[src/rtl/pp_pkg.sv]
// Shared constants and FSM state type for the 78x78 partial-product accumulator.
package pp_pkg;

    localparam int unsigned RADIX    = 78;
    localparam int unsigned A_LIMB_W = 26;
    localparam int unsigned B_LIMB_W = 17;
    localparam int unsigned N_A_LIMB = 3;
    localparam int unsigned N_B_LIMB = 5;
    localparam int unsigned N_PP     = N_A_LIMB * N_B_LIMB;
    localparam int unsigned PP_W     = 43;
    localparam int unsigned ROW_W    = PP_W + 68;
    localparam int unsigned PROD_W   = 156;

    // Top b-limb is only 10 bits, so its partial products never reach bit 36.
    localparam int unsigned CHK_LO   = 36;

    typedef enum logic [1:0] {
        IDLE,
        ACC,
        DONE
    } state_t;

endpackage

[src/rtl/pp_row_sum.sv]
// Combinational shift-add of one a-limb row: sum of pp[k] << (17*k), k=0..4.
module pp_row_sum
    import pp_pkg::*;
(
    input  logic [PP_W-1:0]  pp [N_B_LIMB],
    output logic [ROW_W-1:0] row_sum
);

    always_comb begin
        row_sum = '0;
        for (int unsigned k = 0; k < N_B_LIMB; k++) begin
            row_sum = row_sum + (ROW_W'(pp[k]) << (B_LIMB_W * k));
        end
    end

endmodule

[src/rtl/pp_accum.sv]
// Recombines 15 limb partial products into a 156-bit product over three ACC cycles.
// Optional range check enabled by macro PP_ACCUM_RANGE_CHK_EN.
module pp_accum
    import pp_pkg::*;
#(
    parameter int unsigned RADIX = pp_pkg::RADIX
) (
    input  logic              clk,
    input  logic              rst,
    input  logic              in_valid,
    output logic              in_ready,
    input  logic [PP_W-1:0]   res_0,
    input  logic [PP_W-1:0]   res_1,
    input  logic [PP_W-1:0]   res_2,
    input  logic [PP_W-1:0]   res_3,
    input  logic [PP_W-1:0]   res_4,
    input  logic [PP_W-1:0]   res_5,
    input  logic [PP_W-1:0]   res_6,
    input  logic [PP_W-1:0]   res_7,
    input  logic [PP_W-1:0]   res_8,
    input  logic [PP_W-1:0]   res_9,
    input  logic [PP_W-1:0]   res_10,
    input  logic [PP_W-1:0]   res_11,
    input  logic [PP_W-1:0]   res_12,
    input  logic [PP_W-1:0]   res_13,
    input  logic [PP_W-1:0]   res_14,
    output logic              out_valid,
    input  logic              out_ready,
    output logic [PROD_W-1:0] prod,
    output logic              err
);

    if (RADIX != A_LIMB_W * N_A_LIMB) begin : g_radix_chk
        $error("pp_accum: RADIX must equal A_LIMB_W*N_A_LIMB");
    end

    state_t              state;
    logic [1:0]          row;
    logic [PROD_W-1:0]   acc;
    logic [PROD_W-1:0]   acc_next;
    logic [PROD_W-1:0]   term;
    logic [ROW_W-1:0]    row_sum;
    logic [PP_W-1:0]     res_in  [N_PP];
    logic [PP_W-1:0]     res_q   [N_PP];
    logic [PP_W-1:0]     row_pp  [N_B_LIMB];

    assign res_in[0]  = res_0;
    assign res_in[1]  = res_1;
    assign res_in[2]  = res_2;
    assign res_in[3]  = res_3;
    assign res_in[4]  = res_4;
    assign res_in[5]  = res_5;
    assign res_in[6]  = res_6;
    assign res_in[7]  = res_7;
    assign res_in[8]  = res_8;
    assign res_in[9]  = res_9;
    assign res_in[10] = res_10;
    assign res_in[11] = res_11;
    assign res_in[12] = res_12;
    assign res_in[13] = res_13;
    assign res_in[14] = res_14;

    always_comb begin
        for (int unsigned k = 0; k < N_B_LIMB; k++) begin
            case (row)
                2'd1:    row_pp[k] = res_q[N_B_LIMB + k];
                2'd2:    row_pp[k] = res_q[2 * N_B_LIMB + k];
                default: row_pp[k] = res_q[k];
            endcase
        end
    end

    pp_row_sum u_row_sum (
        .pp      (row_pp),
        .row_sum (row_sum)
    );

    // Row j carries weight 2^(26*j); bits beyond 156 are discarded (mod 2^156).
    always_comb begin
        case (row)
            2'd1:    term = PROD_W'(row_sum) << A_LIMB_W;
            2'd2:    term = PROD_W'(row_sum) << (2 * A_LIMB_W);
            default: term = PROD_W'(row_sum);
        endcase
        acc_next = acc + term;
    end

    always_ff @(posedge clk or posedge rst) begin
        if (rst) begin
            state     <= IDLE;
            row       <= '0;
            acc       <= '0;
            prod      <= '0;
            out_valid <= 1'b0;
            in_ready  <= 1'b1;
            for (int unsigned i = 0; i < N_PP; i++) begin
                res_q[i] <= '0;
            end
        end else begin
            case (state)
                IDLE: begin
                    if (in_valid) begin
                        for (int unsigned i = 0; i < N_PP; i++) begin
                            res_q[i] <= res_in[i];
                        end
                        acc      <= '0;
                        row      <= '0;
                        in_ready <= 1'b0;
                        state    <= ACC;
                    end
                end
                ACC: begin
                    acc <= acc_next;
                    if (row == 2'd2) begin
                        prod      <= acc_next;
                        out_valid <= 1'b1;
                        state     <= DONE;
                    end else begin
                        row <= row + 2'd1;
                    end
                end
                DONE: begin
                    // in_ready rises only after this edge, so no accept in the handshake cycle.
                    if (out_ready) begin
                        out_valid <= 1'b0;
                        in_ready  <= 1'b1;
                        state     <= IDLE;
                    end
                end
                default: begin
                    state    <= IDLE;
                    in_ready <= 1'b1;
                end
            endcase
        end
    end

`ifdef PP_ACCUM_RANGE_CHK_EN
    logic range_bad;

    assign range_bad = (|res_4[PP_W-1:CHK_LO]) | (|res_9[PP_W-1:CHK_LO]) |
                       (|res_14[PP_W-1:CHK_LO]);

    always_ff @(posedge clk or posedge rst) begin
        if (rst) begin
            err <= 1'b0;
        end else if (state == IDLE && in_valid && range_bad) begin
            err <= 1'b1;
        end
    end
`else
    assign err = 1'b0;
`endif

endmodule

[config.mk]
export PLATFORM = sky130hd
export DESIGN_NAME = pp_accum
export DESIGN_NICKNAME = d
export VERILOG_FILES = /design/src/rtl/pp_pkg.sv /design/src/rtl/pp_row_sum.sv /design/src/rtl/pp_accum.sv
export SDC_FILE = /design/constraint.sdc
export NUM_CORES = 2
export LEC_CHECK = 0
export CAP_MARGIN = 5
export CORE_AREA = 2 2 325 327
export DETAILED_ROUTE_END_ITERATION = 8
export DIE_AREA = 0 0 327 329
export PLACE_DENSITY = 0.77
export SYNTH_ARGS = -nofsm -noshare
export SYNTH_HDL_FRONTEND = slang
export SYNTH_SLANG_ARGS = --single-unit
[constraint.sdc]
create_clock -name clk -period 42.8 [get_ports clk]
set_input_delay 10.7 -clock clk [delete_from_list [all_inputs] [get_ports clk]]
set_output_delay 10.7 -clock clk [all_outputs]
set_load 0.005 [all_outputs]
==> qor.csv <==
metric,value,unit
outcome,completed,
synth_most_common_cell,nand2_1,
critPathRequiredTime,43.44,ns
fin_crit,15.12,ns
clock_latency,0.72,ns
synth_top_area_share,41.6,%
nets,8494,
io_pins,808,
final_max_slew_viol_count,0,
cts_tree,done,
post_cts_resized,0,
yosysTopAreaCell,dfrtp_1,
met1_usage,55.5,%
maxSlewHeadroom,6.80,%
cts_sinks,963,
yosys_warnings,0,
die_h,329,um
timing.fmax,0.0661,GHz
cp_max_fo,114,
fin_crit_sh,35.3,%
vias,56700,
drt-initial-drc-count,6850,
use_met2,63.3,%
grt_max_degree,212,
fin_cells,8995,
syn_area,57900,um2
initial_utilization,55.5,%
drtAntennaViolNets,0,
h-tree-depth,3,
grt_pass1_wl,342000,um
syn_area_per_cell,8.29,um2
die_x,327,um
num_rows,119,
n_fill_cell,8151,
clock-root-buffer,clkbuf_16,
finalSetupViolations,0,
final-seq-area,24100,um2
critPathArrivalTime,15.77,ns
synth.area.top_cells,"dfrtp_1, nand2_1, ha_1",
multiInputGateArea,31700,um2
synthesis.nets,7967,
syn-instance-count,6986,
cp_slowest_cell,buf_4,
dp_cells,8800,
grt_setup_unrepaired,no,
dieArea,108000,um2
gp_congestion,1.03,
detail_route.vias_per_cell,6.31,
finClkSkew,0.0389,ns
critical_path.max_stage_delay,0.79,ns
crit_path_end_kind,flip-flop,
start_kind,flip-flop,
clockBufferDepth,3,
drt-total-wl,231000,um
dr.pass1.iters,8,
synth_seq_cells,963,
place.port_buffers,806,
ctsHoldBuffers,0,
post_cts_buffers,0,
final_layout_size_suffix_gt1_share,5.36,%
finalSetupTns,0,ns
syn2layout_area_growth,21.2,%
synth_edf_count,0,
drc_errors,0,
finalHoldViolations,0,
cts_buffers,102,
wl_per_cell,25.7,um
grt_pass1_vias,55200,
ys_types,87,
grt.met3_usage,9.59,%
crit_type,reg -> reg,
overflow,0,
top_usage_layer,met2,
clkSlewWorstSetupHoldPaths,0.07,ns
worst_pin_slew,1.38,ns
synth_commonest_cells,"nand2_1, dfrtp_1, o21ai_0, clkbuf_1, a21oi_1",
synth-seq-area-share,41.6,%
drv_cap,0,
ys_async_sr_fraction,100,%
dp_hpwl,175000,um
coreArea,104000,um2
hold_path.class,reg -> reg,
track_usage,41.9,%
ys.flop_type,dfrtp_1,
antenna_found_initial,21,
-- cells in the final DEF, fill, tap and decap left out, drive strengths merged, types with 12 or more instances in the layout --
cell	n
ha	310
mux2	138
a22o	145
clkdlybuf4s50	806
a211oi	33
nand2	2392
o21bai	68
a221oi	37
nor2b	21
o22ai	12
o21a	39
clkinv	20
and3	23
nor3	46
nand3	48
or3	29
nor2	215
a21oi	386
fa	22
nor4	19
xnor2	167
nand4	94
xor2	100
o21ai	484
a21o	133
inv	137
and2	43
clkbuf	147
a221o	76
nand2b	24
buf	57
o211ai	16
o31ai	16
a31oi	43
a21boi	15
dfrtp	962
a22oi	145
-- per-layer routing --
| layer | up-vias | wire length, um |
|---|---|---|
| met2 | 3292 | 101000 |
| met5 | - | 162 |
| met3 | 734 | 22700 |
| met4 | 24 | 15200 |
| met1 | 27600 | 91900 |
| li1 | 25100 | - |
-- area by class of cell --
class	count	area share, %
inverters	128	0.695
flip-flops and latches	963	34.3
repair buffers	863	12.2
well taps	1391	2.48
diodes	7	0.0250
clock buffers	147	4.24
clock inverters	41	0.827
multi-input cells	5455	45.2
-- final timing paths --
kind	from	endpoint	slack, ns	cells past startpoint
worst max-delay path	row[1]$_DFFE_PP0P_	acc[152]$_DFFE_PP0P_	27.68	47
max in group asynchronous	rst	prod[102]$_DFFE_PP0P_	28.90	5
worst min register to register	res_q[555]$_DFFE_PP0P_	res_q[555]$_DFFE_PP0P_	0.47	2
worst min-delay path	res_q[555]$_DFFE_PP0P_	res_q[555]$_DFFE_PP0P_	0.47	2
min in group asynchronous	rst	res_q[594]$_DFFE_PP0P_	10.62	2
worst max register to register	row[1]$_DFFE_PP0P_	acc[152]$_DFFE_PP0P_	27.68	47
-- worst max-delay path: cells and delay by family, from the launching register on --
kind                       cells  cell delay (ns)
DFF                            1             0.41
and+or+nand+nor               15             3.92
xor gates and xnor gates       1             0.16
AOI/OAI and AO/OA             19             6.01
adders and majority gates      6             2.79
buffers and inverters          6             1.61
-- stage by stage --
stage / util [%] / hold slack (ns) / setup slack (ns) / cell area (um2)
after floorplan: - / 0.437 / 5.01 / 57900
after global placement: 63.8 / 0.452 / 27.92 / 66600
after detailed placement: 63.8 / 0.457 / 27.83 / 66600
after CTS: 67.2 / 0.473 / 28.05 / 70200
after global routing: 67.2 / 0.484 / 26.79 / 70200
final: 67.2 / 0.472 / 27.68 / 70200
-- cell families (layout without fill, tap and decap cells) --
family          Yosys count  in the layout  synth area share [%]
compound gates         1719           1719                  19.4
xor+xnor                267            267                  4.04
fa+ha+maj               332            332                  7.46
buf+inv                 568           1179                  3.70
flops                   963            963                  41.6
mux                     142            142                  2.75
other cells               1              8               0.00648
simple gates           2994           2994                  21.0
-- state kept, by name (all words and copies together) (netlist names) --
register	cells
in_ready	1
prod	156
out_valid	1
state	2
acc	156
res_q	645
row	2
Power is not shown: default switching activity piles up to over one toggle a cycle in this logic, so the estimate is an artifact.
